--- src/rtl/led_matrix_scroller.sv ---
`default_nettype none
// ============================================================================
// Module   : led_matrix_scroller
// Purpose  : Drives a multiplexed ROWS x COLS LED matrix with a horizontally
//            scrolling message. For every row period the block first fetches
//            COLS column bitmaps from an external synchronous pattern memory.
//            It starts at the current scroll offset and keeps the row blanked
//            while it fetches. It then lights that row for the rest of the
//            period. Rising edges of the slow step clock advance the offset by
//            one column. The advance is applied only at a frame boundary, so a
//            frame never tears.
// Ports    : clk           system clock
//            rst_n         asynchronous active-low reset
//            enable_i      1 = scan, 0 = blank and park at row 0
//            step_clk_i    slow step clock, treated as an asynchronous level
//            mem_addr_o    pattern memory column address
//            mem_data_i    column bitmap, valid one cycle after mem_addr_o
//            row_sel_o     active-low one-hot row drive (all ones = blank)
//            col_data_o    active-high column drive, bit k = column offset+k
//            frame_start_o one-cycle pulse when the row 0 fetch begins
//            offset_o      current scroll offset
// Revision : 1.0 - initial release
// ============================================================================
module led_matrix_scroller #(
  parameter  int ROWS     = 8,
  parameter  int COLS     = 8,
  parameter  int MSG_COLS = 64,
  parameter  int SCAN_DIV = 12_500,
  localparam int ADDR_W   = (MSG_COLS > 1) ? $clog2(MSG_COLS) : 1
) (
  input  logic              clk,
  input  logic              rst_n,
  input  logic              enable_i,
  input  logic              step_clk_i,
  output logic [ADDR_W-1:0] mem_addr_o,
  input  logic [ROWS-1:0]   mem_data_i,
  output logic [ROWS-1:0]   row_sel_o,
  output logic [COLS-1:0]   col_data_o,
  output logic              frame_start_o,
  output logic [ADDR_W-1:0] offset_o
);

  localparam int ROW_W = (ROWS > 1) ? $clog2(ROWS) : 1;
  localparam int CNT_W = $clog2(SCAN_DIV);
  // One extra bit so offset + k never overflows before the modulo fold.
  localparam int SUM_W = ADDR_W + 1;

  localparam logic [1:0] ST_IDLE  = 2'd0;
  localparam logic [1:0] ST_FETCH = 2'd1;
  localparam logic [1:0] ST_SHOW  = 2'd2;

  localparam logic [CNT_W-1:0]  LAST_CNT  = CNT_W'(SCAN_DIV - 1);
  localparam logic [CNT_W-1:0]  FETCH_END = CNT_W'(COLS);
  localparam logic [ROW_W-1:0]  LAST_ROW  = ROW_W'(ROWS - 1);
  localparam logic [ADDR_W-1:0] LAST_COL  = ADDR_W'(MSG_COLS - 1);
  localparam logic [SUM_W-1:0]  MSG_SUM   = SUM_W'(MSG_COLS);

  // --------------------------------------------------------------------------
  // State registers
  // --------------------------------------------------------------------------
  logic [1:0]        state_q,       state_d;
  logic [ROW_W-1:0]  row_idx_q,     row_idx_d;
  logic [CNT_W-1:0]  scan_cnt_q,    scan_cnt_d;
  logic [ADDR_W-1:0] offset_q,      offset_d;
  logic              step_pend_q,   step_pend_d;
  logic [ADDR_W-1:0] mem_addr_q,    mem_addr_d;
  logic [ROWS-1:0]   row_sel_q,     row_sel_d;
  logic [COLS-1:0]   col_data_q,    col_data_d;
  logic [COLS-1:0]   shadow_q,      shadow_d;
  logic              frame_start_q, frame_start_d;

  // Step clock synchroniser plus a previous-value flop for edge detection.
  logic              step_meta_q;
  logic              step_sync_q;
  logic              step_prev_q;

  logic              w_step_edge;
  logic [ADDR_W-1:0] w_offset_inc;
  logic [COLS-1:0]   w_shadow_cap;
  logic [ROWS-1:0]   w_row_drive;
  logic              w_frame_entry;
  logic [SUM_W-1:0]  w_sum;

  assign w_step_edge  = step_sync_q & ~step_prev_q;
  assign w_offset_inc = (offset_q == LAST_COL) ? '0 : offset_q + ADDR_W'(1);

  // In fetch cycle k+1 the memory returns the column addressed in cycle k.
  // Merge that bit into the shadow. The row can then latch the full bitmap
  // on the same edge that captures its last column.
  always_comb begin
    w_shadow_cap = shadow_q;
    for (int k = 0; k < COLS; k++) begin
      if (scan_cnt_q == CNT_W'(k + 1)) begin
        w_shadow_cap[k] = mem_data_i[row_idx_q];
      end
    end
  end

  // Active-low drive for the row being fetched; exactly one bit low.
  always_comb begin
    w_row_drive = '1;
    for (int r = 0; r < ROWS; r++) begin
      if (row_idx_q == ROW_W'(r)) begin
        w_row_drive[r] = 1'b0;
      end
    end
  end

  // --------------------------------------------------------------------------
  // Next-state logic
  // --------------------------------------------------------------------------
  always_comb begin
    state_d       = state_q;
    row_idx_d     = row_idx_q;
    scan_cnt_d    = scan_cnt_q;
    offset_d      = offset_q;
    step_pend_d   = step_pend_q | w_step_edge;
    mem_addr_d    = mem_addr_q;
    row_sel_d     = row_sel_q;
    col_data_d    = col_data_q;
    shadow_d      = shadow_q;
    frame_start_d = 1'b0;
    w_frame_entry = 1'b0;
    w_sum         = '0;

    case (state_q)
      ST_IDLE: begin
        row_sel_d  = '1;
        col_data_d = '0;
        if (enable_i) begin
          state_d       = ST_FETCH;
          row_idx_d     = '0;
          scan_cnt_d    = '0;
          w_frame_entry = 1'b1;
        end
      end

      ST_FETCH: begin
        // The row stays blank while the next bitmap is gathered.
        row_sel_d  = '1;
        shadow_d   = w_shadow_cap;
        scan_cnt_d = scan_cnt_q + CNT_W'(1);
        if (scan_cnt_q == FETCH_END) begin
          state_d    = ST_SHOW;
          col_data_d = w_shadow_cap;
          row_sel_d  = w_row_drive;
        end
      end

      ST_SHOW: begin
        if (scan_cnt_q == LAST_CNT) begin
          state_d    = ST_FETCH;
          scan_cnt_d = '0;
          row_sel_d  = '1;
          col_data_d = '0;
          if (row_idx_q == LAST_ROW) begin
            row_idx_d     = '0;
            w_frame_entry = 1'b1;
          end else begin
            row_idx_d = row_idx_q + ROW_W'(1);
          end
        end else begin
          scan_cnt_d = scan_cnt_q + CNT_W'(1);
        end
      end

      default: begin
        state_d    = ST_IDLE;
        row_idx_d  = '0;
        scan_cnt_d = '0;
        row_sel_d  = '1;
        col_data_d = '0;
      end
    endcase

    // Disable wins from any state. The offset and any pending step survive.
    if (!enable_i) begin
      state_d       = ST_IDLE;
      row_idx_d     = '0;
      scan_cnt_d    = '0;
      row_sel_d     = '1;
      col_data_d    = '0;
      w_frame_entry = 1'b0;
    end

    // Frame boundary: consume a pending step so the whole frame uses the new
    // offset. A fresh edge arriving in the same cycle stays pending.
    if (w_frame_entry) begin
      frame_start_d = 1'b1;
      if (step_pend_q) begin
        offset_d    = w_offset_inc;
        step_pend_d = w_step_edge;
      end
    end

    // The address is registered. It is computed from the next-cycle offset and
    // counter, so fetch cycle k already presents offset+k.
    if ((state_d == ST_FETCH) && (scan_cnt_d < FETCH_END)) begin
      w_sum = SUM_W'(offset_d) + SUM_W'(scan_cnt_d);
      if (w_sum >= MSG_SUM) begin
        w_sum = w_sum - MSG_SUM;
      end
      mem_addr_d = w_sum[ADDR_W-1:0];
    end
  end

  // --------------------------------------------------------------------------
  // Registers
  // --------------------------------------------------------------------------
  always_ff @(posedge clk or negedge rst_n) begin
    if (!rst_n) begin
      state_q       <= ST_IDLE;
      row_idx_q     <= '0;
      scan_cnt_q    <= '0;
      offset_q      <= '0;
      step_pend_q   <= 1'b0;
      mem_addr_q    <= '0;
      row_sel_q     <= '1;
      col_data_q    <= '0;
      shadow_q      <= '0;
      frame_start_q <= 1'b0;
      step_meta_q   <= 1'b0;
      step_sync_q   <= 1'b0;
      step_prev_q   <= 1'b0;
    end else begin
      state_q       <= state_d;
      row_idx_q     <= row_idx_d;
      scan_cnt_q    <= scan_cnt_d;
      offset_q      <= offset_d;
      step_pend_q   <= step_pend_d;
      mem_addr_q    <= mem_addr_d;
      row_sel_q     <= row_sel_d;
      col_data_q    <= col_data_d;
      shadow_q      <= shadow_d;
      frame_start_q <= frame_start_d;
      step_meta_q   <= step_clk_i;
      step_sync_q   <= step_meta_q;
      step_prev_q   <= step_sync_q;
    end
  end

  assign mem_addr_o    = mem_addr_q;
  assign row_sel_o     = row_sel_q;
  assign col_data_o    = col_data_q;
  assign frame_start_o = frame_start_q;
  assign offset_o      = offset_q;

endmodule
`default_nettype wire

--- config.mk ---
export PLATFORM = sky130hd
export DESIGN_NAME = led_matrix_scroller
export DESIGN_NICKNAME = d
export VERILOG_FILES = /design/src/rtl/led_matrix_scroller.sv
export SDC_FILE = /design/constraint.sdc
export NUM_CORES = 1
export LEC_CHECK = 0
export CAP_MARGIN = 20
export CORE_AREA = 2 2 78 80
export CTS_BUF_LIST = sky130_fd_sc_hd__clkbuf_8
export DETAILED_ROUTE_END_ITERATION = 16
export DIE_AREA = 0 0 80 82
export GPL_ROUTABILITY_DRIVEN = 0
export PLACE_DENSITY = 0.82
export SLEW_MARGIN = 5
export SYNTH_ARGS = -nofsm -noshare
export SYNTH_HDL_FRONTEND = slang
export SYNTH_SLANG_ARGS = --single-unit
export TNS_END_PERCENT = 100
--- constraint.sdc ---
create_clock -name clk -period 6.5 [get_ports clk]
set_input_delay 1.3 -clock clk [delete_from_list [all_inputs] [get_ports clk]]
set_output_delay 1.3 -clock clk [all_outputs]
set_load 0.005 [all_outputs]
==> flow_summary.ini <==
[outcome]
status = finished clean

[die]
core.rowCount = 28
die_ar_sq_um = 6560
chipWidth_microns = 80
start_util = 0.595
dieHeight_microns = 82
core_box_area_sq_um = 5750
pin_count = 41

[pwr]
pwr_density_cell_nw_per_um2 = 261
netSwitchingFraction = 0.278
finalPower_mw = 1.06
cellInternalPower_mw = 0.762
p_clk_frac = 0.346
power.combinational.fraction = 0.227
power.share.sequential = 0.427
power_leakage_nw = 1.74
power.net_switching_mw = 0.294
irDropWorstVdd_v = 0.000207

[logic_synthesis]
synth_cell_type_count = 53
dominantRegCellSynth = sky130_fd_sc_hd__dfrtp_1
synth-edff-count = 0
synth_compound_area_frac = 0.116
postSynth.asyncResetShare = 1.00
syn_area_per_cell_sq_um = 10.2
synth.area.mux_share = 0.0839
post_synth_and_or_nand_nor_area_fraction = 0.186
yosys_warnings = 0
synth_area_sq_um = 3420
synth_cells = 336
synth.net_count = 369
largest_family_of_logic_cells_by_synthesized_area = simple AND/OR/NAND/NOR gates
synth_xor_area_frac = 0.0538
synth_sequential_area_ratio = 0.435
synth_seq_cells = 59
adder_cell_share_of_the_synthesized_area = 0.0791

[timing]
worst_hold_slack_ns = 0.351
final-max-slew-violation-count = 0
layout_min_cycle_time_ns = 4.35
pin_slew_with_the_least_headroom_to_its_limit_ns = 0.889
setup-violations-final = 0
hold_violations = 0
fin_skew_ns = 0.0106
layout_worst_path_cycle_share = 0.670
relative_slew_slack = 0.407
fin_setup_tns_ns = 0
fmax_mhz = 230
rsz0062_at_grt = false

[clocking]
cts_hold_repair.buffers = 0
clk_root_buffer_cell = sky130_fd_sc_hd__clkbuf_8
clk_pin_slew_worst_paths_ns = 0.07
cts_inserted_buffers = 9
cts_tree = done
cts_setup_buffers = 0
cts_resized = 0
clockBufferDepth = 2
worst_skew_pair.late_latency_ns = 0.34
h_tree_depth = 3
clock_sink_count = 59

[critical_path]
worst_setup_path_start_kind = primary input
worst-r2r-setup-slack_ns = 2.65
critical_path_cell_by_cell = clkdlybuf4s50_1 > and3_1 > a32oi_4 > nor2_1 > ha_1 > a21o_1 > a21oi_1 > o21ai_0 > xnor2_1 > xnor2_1 > mux2_2
path_common_cell = sky130_fd_sc_hd__xnor2_1
critical_path.top_delay_family = compound AO/OA/AOI/OAI gates
crit_fanout = 20
worst_path_cell_with_the_longest_stage_delay = sky130_fd_sc_hd__clkdlybuf4s50_1
kind_of_capture_point_of_the_worst_setup_path = flip-flop
worstSetupPathType = in -> reg
crit_arrival_ns = 4.59
cpPeakStageDelay_ns = 0.78
path_buf_inv = 1
cp_data_required_time_ns = 6.73

[detailed_routing]
totalWireLength_mm = 6.65
dr_wl_met2_mm = 3.20
drt_drc_violations_left = 0
m1WireLength_mm = 3.03
drtPass1Iterations = 4
highest-signal-layer = met4
dr_total_vias = 2506
drt-wirelength-per-cell_microns = 14.6
drtAntennaViolNets = 0
routed-wl-met3_microns = 323
iter_0_drt_violations = 165
detail_route.vias_per_cell = 5.52

[worst_hold_path]
worst_hold_class = reg -> reg

[layout]
area_growth_syn_to_layout_pct = 18.6
fin_nets = 407
drive_above_1_share = 0.127
diodes_inserted = 0
fin_util = 0.705

[place]
place.detailed.hpwl_mm = 4.70
io_buffers = 40

[grt]
grt_usage = 0.231
grt_first_pass_wirelength_mm = 11.7
first_global_vias = 2492
globalRouteOverflowTotal = 0
largest_net_degree_at_the_start_of_global_routing = 60
antenna_found_initial = 0

[run]
max_cap_viol_count = 0
[registers in the layout, indices dropped and copies added (netlist names)]
| signal | flops |
|---|---|
| mem_addr_o | 6 |
| offset_o | 6 |
| step_sync_q | 1 |
| state_q | 2 |
| row_idx_q | 3 |
| col_data_o | 8 |
| step_pend_q | 1 |
| scan_cnt_q | 14 |
| shadow_q | 7 |
| frame_start_o | 1 |
| row_sel_o | 8 |
| step_prev_q | 1 |
| step_meta_q | 1 |
[layer usage]
metal  up-vias  global-route usage
met2        49               0.374
li1       1238                   -
met5         -                   0
met1      1210               0.306
met3         9              0.0396
met4         0               0.107
[cells in the mapped netlist, types with 7 or more instances]
cell / number / area (sq um)
sky130_fd_sc_hd__o31ai_1: 8 / 60.1
sky130_fd_sc_hd__xnor2_1: 16 / 140
sky130_fd_sc_hd__dfstp_2: 8 / 210
sky130_fd_sc_hd__dfrtp_1: 51 / 1280
sky130_fd_sc_hd__inv_1: 19 / 71.3
sky130_fd_sc_hd__ha_1: 20 / 250
sky130_fd_sc_hd__nand2_1: 39 / 146
sky130_fd_sc_hd__clkbuf_1: 8 / 30.0
sky130_fd_sc_hd__and3_1: 9 / 56.3
sky130_fd_sc_hd__nand4_1: 7 / 43.8
sky130_fd_sc_hd__mux2i_1: 14 / 140
sky130_fd_sc_hd__nand3_1: 11 / 55.1
sky130_fd_sc_hd__o21ai_0: 9 / 45.0
sky130_fd_sc_hd__nor2_1: 33 / 124
sky130_fd_sc_hd__nor2b_1: 7 / 43.8
[cells by family (layout without fill, tap and decap cells)]
family / Yosys count / after routing
adders and majority gates: 21 / 21
and+or+nand+nor: 126 / 126
DFF: 59 / 59
AOI/OAI and AO/OA: 50 / 50
muxes: 25 / 25
xor gates and xnor gates: 21 / 21
buffers and inverters: 34 / 77
[stage by stage]
stage | cell area [sq um] | setup slack (ns) | instances
2_1_floorplan | 3420 | 2.68 | 336
3_3_place_gp | 3840 | 1.91 | 438
3_5_place_dp | 3840 | 1.76 | 438
4_1_cts | 4050 | 2.13 | 454
5_1_grt | 4050 | 1.88 | 454
6_report | 4050 | 2.15 | 454
[cells in the final DEF, fill, tap and decap left out, drive strengths merged, types with 2 or more instances in the layout]
master	n
a21boi	2
a21o	3
a21oi	6
a22o	2
a22oi	5
a31o	2
a31oi	2
a32oi	2
and2	2
and3	10
buf	3
bufinv	2
clkbuf	9
clkdlybuf4s50	39
clkinv	2
clkinvlp	3
dfrtp	51
dfstp	8
ha	20
inv	19
mux2	9
mux2i	14
mux4	2
nand2	39
nand3	12
nand3b	2
nand4	7
nor2	34
nor2b	7
nor3	6
nor4	2
o21ai	10
o22ai	5
o31ai	8
xnor2	16
xor2	5
[worst reg2reg max path, cell delays in order (launching register included)]
cell                      delay, ns
sky130_fd_sc_hd__dfrtp_1       0.46
sky130_fd_sc_hd__ha_1          0.29
sky130_fd_sc_hd__and4_1        0.22
sky130_fd_sc_hd__nand4_1       0.48
sky130_fd_sc_hd__a32oi_4       0.67
sky130_fd_sc_hd__nor2_1        0.18
sky130_fd_sc_hd__ha_1          0.33
sky130_fd_sc_hd__a21o_1        0.16
sky130_fd_sc_hd__a21oi_1       0.25
sky130_fd_sc_hd__o21ai_0       0.16
sky130_fd_sc_hd__xnor2_1       0.15
sky130_fd_sc_hd__xnor2_1       0.12
sky130_fd_sc_hd__mux2_2        0.25
[power by group through the flow]
stage               Clock (mW)  Sequential [mW]  Combinational, mW
floorplan                    0            0.454              0.121
global placement             0            0.455              0.234
detailed placement           0            0.457              0.241
CTS                      0.372            0.451              0.243
global route             0.384            0.457              0.266
finish                   0.365            0.451              0.239
[path summary, 6_finish.rpt]
kind / startpoint / to / cells past startpoint
max in group asynchronous: rst_n / step_prev_q / 2
min in group asynchronous: rst_n / shadow_q[5] / 2
worst min register to register: step_meta_q / step_sync_q / 0
worst min-delay path: step_meta_q / step_sync_q / 0
worst max register to register: scan_cnt_q[0] / mem_addr_o[5] / 12
worst max-delay path: enable_i / mem_addr_o[5] / 11
[area by class of cell]
cell class | count | area, sq um
Multi-Input combinational cell | 243 | 1770
Sequential cell | 59 | 1490
Inverter | 19 | 71.3
Fill cell | 451 | 1690
Clock buffer | 9 | 124
Timing Repair Buffer | 42 | 410
Clock inverter | 7 | 92.6
Tap cell | 75 | 93.8
(Power assumes the default switching activity.)
